File: src/rtl/cube_pkg.sv
// Shared width, step count and FSM encoding for the cube unit and its multiplier.
// Latency: n/a (declarations only).
// Backpressure: n/a.
package cube_pkg;

   localparam int W         = 16;
   localparam int MUL_STEPS = 16;
   localparam int CNT_W     = 5;

   typedef enum logic [1:0] {
      IDLE = 2'd0,
      SQ   = 2'd1,
      CUBE = 2'd2
   } state_t;

endpackage

File: src/rtl/mult_shift.sv
// 16x16->32 unsigned shift-add multiplier, one multiplier bit per cycle, LSB first.
// Latency: loads on the i_start edge, then iterates on the next 16 edges; o_done is high during the last step.
// Backpressure: none; i_start always (re)loads, even while a multiply is still running.
module mult_shift
   import cube_pkg::*;
(
   input  logic           clk,
   input  logic           rst_n,
   input  logic           i_start,
   input  logic [W-1:0]   i_a,      // multiplicand
   input  logic [W-1:0]   i_b,      // multiplier, consumed LSB first
   output logic           o_done,
   output logic [2*W-1:0] o_prod
);

   logic [2*W-1:0] r_acc;
   logic [2*W-1:0] r_mcand;
   logic [W-1:0]   r_mplier;
   logic [CNT_W-1:0] r_cnt;
   logic           r_run;

   logic [2*W-1:0] w_addend;
   logic [2*W-1:0] w_sum;
   logic           w_last;

   // The one adder: current partial sum plus the multiplicand already shifted to bit i.
   assign w_addend = r_mplier[0] ? r_mcand : '0;
   assign w_sum    = r_acc + w_addend;
   assign w_last   = (r_cnt == CNT_W'(MUL_STEPS - 1));

   // Product is taken straight from the adder so the caller can use it on the final step's edge.
   assign o_done = r_run & w_last;
   assign o_prod = w_sum;

   // Load operands on start, otherwise advance one bit per cycle while running.
   always_ff @(posedge clk or negedge rst_n) begin
      if (!rst_n) begin
         r_acc    <= '0;
         r_mcand  <= '0;
         r_mplier <= '0;
         r_cnt    <= '0;
         r_run    <= 1'b0;
      end else if (i_start) begin
         r_acc    <= '0;
         r_mcand  <= {{W{1'b0}}, i_a};
         r_mplier <= i_b;
         r_cnt    <= '0;
         r_run    <= 1'b1;
      end else if (r_run) begin
         r_acc    <= w_sum;
         r_mcand  <= r_mcand << 1;
         r_mplier <= r_mplier >> 1;
         r_cnt    <= r_cnt + 1'b1;
         if (w_last) begin
            r_run <= 1'b0;
         end
      end
   end

endmodule

File: src/rtl/cube_pow.sv
// Sequential cube: y_out = x_in^3 mod 2^16 plus overflow flag, using one time-shared multiplier.
// Latency: fixed 32 cycles from accepting edge to result edge; ready pulses one cycle.
// Backpressure: start is ignored while busy; a new start is accepted in the ready cycle.
module cube_pow
   import cube_pkg::*;
(
   input  logic         clk,
   input  logic         rst_n,
   input  logic         start,
   input  logic [W-1:0] x_in,
   output logic [W-1:0] y_out,
   output logic         overflow,
   output logic         ready,
   output logic         busy
);

   state_t         r_state;
   state_t         w_state_nxt;

   logic [W-1:0]   r_x;
   // Only the high half of x^2 is needed after the square step: the low half
   // goes straight into the second multiply on the same edge.
   logic           r_sq_hi;
   logic [W-1:0]   r_y;
   logic           r_ovf;
   logic           r_ready;
   logic           r_busy;

   logic           w_mul_start;
   logic [W-1:0]   w_mul_a;
   logic [W-1:0]   w_mul_b;
   logic           w_mul_done;
   logic [2*W-1:0] w_prod;
   logic           w_accept;
   logic           w_sq_ld;
   logic           w_finish;

   mult_shift u_mult (
      .clk     (clk),
      .rst_n   (rst_n),
      .i_start (w_mul_start),
      .i_a     (w_mul_a),
      .i_b     (w_mul_b),
      .o_done  (w_mul_done),
      .o_prod  (w_prod)
   );

   // State register.
   always_ff @(posedge clk or negedge rst_n) begin
      if (!rst_n) begin
         r_state <= IDLE;
      end else begin
         r_state <= w_state_nxt;
      end
   end

   // Next state and multiplier sequencing: square first, then square-low times x.
   always_comb begin
      w_state_nxt = r_state;
      w_mul_start = 1'b0;
      w_mul_a     = r_x;
      w_mul_b     = r_x;
      w_accept    = 1'b0;
      w_sq_ld     = 1'b0;
      w_finish    = 1'b0;
      case (r_state)
         IDLE: begin
            if (start) begin
               w_accept    = 1'b1;
               w_mul_start = 1'b1;
               w_mul_a     = x_in;
               w_mul_b     = x_in;
               w_state_nxt = SQ;
            end
         end
         SQ: begin
            if (w_mul_done) begin
               w_sq_ld     = 1'b1;
               w_mul_start = 1'b1;
               w_mul_a     = w_prod[W-1:0];
               w_mul_b     = r_x;
               w_state_nxt = CUBE;
            end
         end
         CUBE: begin
            if (w_mul_done) begin
               w_finish    = 1'b1;
               w_state_nxt = IDLE;
            end
         end
         default: begin
            w_state_nxt = IDLE;
         end
      endcase
   end

   // Operand capture, result registers and handshake flags.
   always_ff @(posedge clk or negedge rst_n) begin
      if (!rst_n) begin
         r_x     <= '0;
         r_sq_hi <= 1'b0;
         r_y     <= '0;
         r_ovf   <= 1'b0;
         r_ready <= 1'b0;
         r_busy  <= 1'b0;
      end else begin
         r_ready <= w_finish;
         if (w_accept) begin
            r_x    <= x_in;
            r_busy <= 1'b1;
         end else if (w_finish) begin
            r_busy <= 1'b0;
         end
         if (w_sq_ld) begin
            r_sq_hi <= |w_prod[2*W-1:W];
         end
         if (w_finish) begin
            r_y   <= w_prod[W-1:0];
            r_ovf <= r_sq_hi | (|w_prod[2*W-1:W]);
         end
      end
   end

   assign y_out    = r_y;
   assign overflow = r_ovf;
   assign ready    = r_ready;
   assign busy     = r_busy;

endmodule

File: config.mk
export PLATFORM = sky130hd
export DESIGN_NAME = cube_pow
export DESIGN_NICKNAME = d
export VERILOG_FILES = /design/src/rtl/cube_pkg.sv /design/src/rtl/mult_shift.sv /design/src/rtl/cube_pow.sv
export SDC_FILE = /design/constraint.sdc
export NUM_CORES = 1
export LEC_CHECK = 0
export BUFFER_PORTS_ARGS = -buffer_cell sky130_fd_sc_hd__buf_4
export CORE_MARGIN = 4
export CORE_UTILIZATION = 59
export CTS_CLUSTER_SIZE = 16
export DETAILED_ROUTE_END_ITERATION = 7
export HOLD_SLACK_MARGIN = 0.05
export MAX_ROUTING_LAYER = met4
export PLACE_DENSITY = 0.83
export SLEW_MARGIN = 20
export SYNTH_ARGS = -nofsm -noshare
export SYNTH_HDL_FRONTEND = slang
export SYNTH_SLANG_ARGS = --single-unit
File: constraint.sdc
create_clock -name clk -period 4.1 [get_ports clk]
set_clock_uncertainty 0.1 [all_clocks]
set_input_delay 0.205 -clock clk [delete_from_list [all_inputs] [get_ports clk]]
set_output_delay 0.205 -clock clk [all_outputs]
set_load 0.005 [all_outputs]
==> results.toml <==
[run_status]
outcome = "completed"

[floorplanning]
initial_core_util = 0.604
core-area_um2 = 12100
core.rowCount = 40
fp.dieW_um = 119
dieArea_um2 = 14200
die_y_um = 119
io_pins = 38

[timing]
fin_crit_sh = 0.880
finalSetupViolCount = 0
slew_headroom = 0.394
hold_viol = 0
finalWorstSetupSlack_ps = 491
rsz0062_at_grt = "no"
fmax_mhz = 277
layout_min_cycle_time_ps = 3610
fin_tns_setup_ps = 0
final_max_slew_viol_count = 0
worst_pin_slew_ps = 909

[logic_synthesis]
yosysMostFrequentCell = "dfrtp_1"
seq_area_frac_synth = 0.426
synth.distinct_cells = 70
syn-cell-area_um2 = 7290
ys_ff_latch = 124
synth_edf_count = 0
synth.avg_cell_area_um2 = 9.27
synth-main-ff-cell = "dfrtp_1"
ys_async_sr_fraction = 1.00
synth_top_area_share = 0.426
syn_nets = 839
syn_inst = 786
synth_area_leader_cell = "dfrtp_1"
yosys_warnings = 0
synth_area_leaders = "dfrtp_1 (43%), mux2i_1 (8.7%), ha_1 (5.7%)"
ys_top_cells_by_count = "dfrtp_1 (124), nand2_1 (108), nor2_1 (89)"

[min_path]
min_path_type = "input port to async pin"

[drt]
drt_iter0_drc = 638
wl_met3_um = 1090
vias = 6257
wl_met1_um = 8220
postRouteAntennaNets = 0
wl_per_cell_um = 19.8
drt_wl_total_um = 20000
met2_length_um = 9760
avgViaCountPerCell = 6.20
top_layer = "met4"
remaining_drc_errors = 0
firstDrtPassIters = 5

[worst_setup_path]
critical_path_arrival_ps = 3810
crit_path_max_fanout = 17
crit_top_cell = "a21oi_1"
startpoint_type = "flip-flop"
worst-r2r-setup-slack_ps = 490
worstPathRequired_ps = 4300
rr_startpoint = "u_mult.r_mplier[0]"
startpoint = "u_mult.r_mplier[0]"
critical_path_class = "flip-flop to flip-flop"
slowest_stage = "fa_1"
worstSetupEndpointType = "flip-flop"
cp_cell_sequence = "buf_4, and2_1, ha_1, fa_1, a21o_1, a31oi_2, or4_4, a21oi_1, or3_1, a221oi_2, nand4b_1, nor4b_2, a21oi_1"
reg2reg_depth = 13
r2r-end = "r_sq_hi"
slowest_delay_ps = 410

[pwr]
vdd_drop_max_uv = 367
p_leak_nw = 4.32
power_density_nw_per_um2 = 729

[cts]
cts_max_level = 4
cts_tree = "yes"
clkLatencyLatePin_ps = 430
clockBufferDepth = 2
clkTransAtPathRegs_ps = 60
clockRootBuffer = "clkbuf_16"
numCtsBuffers = 17
clkSinkCount = 124
postCtsSetupRepairBufs = 0

[global_routing]
overflow = 0
grt_pass1_vias = 6335
antenna_found_initial = 0
grt_start_max_net_pins = 72
grt_first_pass_wirelength_um = 32800
grt_use_total = 0.300

[placement]
port_buffers = 37
dpl_worst_slack_ps = 550
post-dp-hpwl_um = 13600
gp_congestion = 0.964

[cells_and_area]
area_delta_synth_final_pct = 16.3
fin_nets = 882
ff_latch_area_um2 = 3110
final_layout_size_suffix_gt1_frac = 0.127
multi_input_area_um2 = 3990
n_antenna_cell = 0
fillerInstances = 850

[job]
max_cap_violations = 0
==> stage by stage <==
step                      instances  instance area (µm²)  total power, mW  utilization  hold slack [ps]
after global routing           1010                 8470             6.57        0.703              407
after CTS                      1010                 8470             6.14        0.703              378
after detailed placement        960                 7720             4.60        0.640              293
final                          1010                 8470             6.18        0.703              343
after floorplan                 786                 7290             3.92            -             -191
after global placement          960                 7720             4.49        0.640              269
==> metal layers <==
layer  global-route usage  up-vias
met1                0.367     3069
li1                     -     2868
met2                0.479      249
met3               0.0499       71
met4                0.162        0
met5                    -        -
==> worst max path at each step <==
stage	to	slack, ps	cells past startpoint
finish	r_sq_hi	490	13
global route	overflow	270	13
CTS	r_sq_hi	530	13
detailed placement	overflow	550	13
global placement	r_sq_hi	630	13
floorplan	overflow	860	13
==> power by group <==
group | internal [mW] | total [mW] | leakage, nW | switching [mW]
sequential | 1.66 | 1.94 | 1.59 | 0.275
clock | 0.853 | 1.49 | 0.277 | 0.640
combinational | 1.08 | 2.75 | 2.45 | 1.67
total | 3.59 | 6.18 | 4.32 | 2.59
==> state kept, by name, summed over array words and instances (netlist names), 2 cells and up <==
| signal | cells |
|---|---|
| u_mult.r_mplier | 16 |
| u_mult.r_cnt | 5 |
| r_x | 16 |
| r_state | 2 |
| u_mult.r_acc | 32 |
| u_mult.r_mcand | 32 |
| y_out | 16 |
==> cells in the final DEF, fill, tap and decap left out, types with 8 or more instances in the layout <==
cell           synthesis  layout
nor3_1                 9       9
dfrtp_1              124     123
and2_1                40      40
ha_1                  33      33
o22ai_1                8       8
xnor2_1               14      14
nand2_1              108     107
mux2i_1               63      63
clkbuf_16              0      17
a22oi_1                8       8
a21oi_1               52      52
dlygate4sd3_1          0      18
buf_4                  0      49
a21o_1                13      13
nand4_1                8       8
nand3_1               13      13
xor2_1                12      12
a211oi_1              13      13
nor2_1                89      88
o21ai_0               25      25
==> cell type report <==
type                    instances  area share
clock buffers                  17      0.0502
clock inverters                15      0.0180
inverters                       7     0.00310
multi-input cells             611       0.470
flip-flops and latches        124       0.367
well taps                     168      0.0248
repair buffers                 68      0.0670
==> critical path: cells and delay by family (launching register included) <==
| kind | cells | cell delay (ps) |
|---|---|---|
| AOI/OAI and AO/OA | 5 | 960 |
| DFF | 1 | 380 |
| buffers and inverters | 1 | 190 |
| adders and majority gates | 2 | 620 |
| and+or+nand+nor | 5 | 1220 |
==> cell families (layout without fill, tap and decap cells) <==
| family | after synthesis | after routing | share of synthesized area |
|---|---|---|---|
| DFF | 124 | 124 | 0.426 |
| xor gates and xnor gates | 26 | 26 | 0.0313 |
| and+or+nand+nor | 312 | 312 | 0.205 |
| AOI/OAI and AO/OA | 172 | 172 | 0.158 |
| muxes | 67 | 67 | 0.0927 |
| adders and majority gates | 34 | 34 | 0.0594 |
| buffers and inverters | 51 | 107 | 0.0278 |
==> timing repair <==
item	in CTS	in global routing
gates resized for setup	0	0
hold buffers	18	0
hold endpoints to repair	96	0
Power figures use the tool's default switching activity.
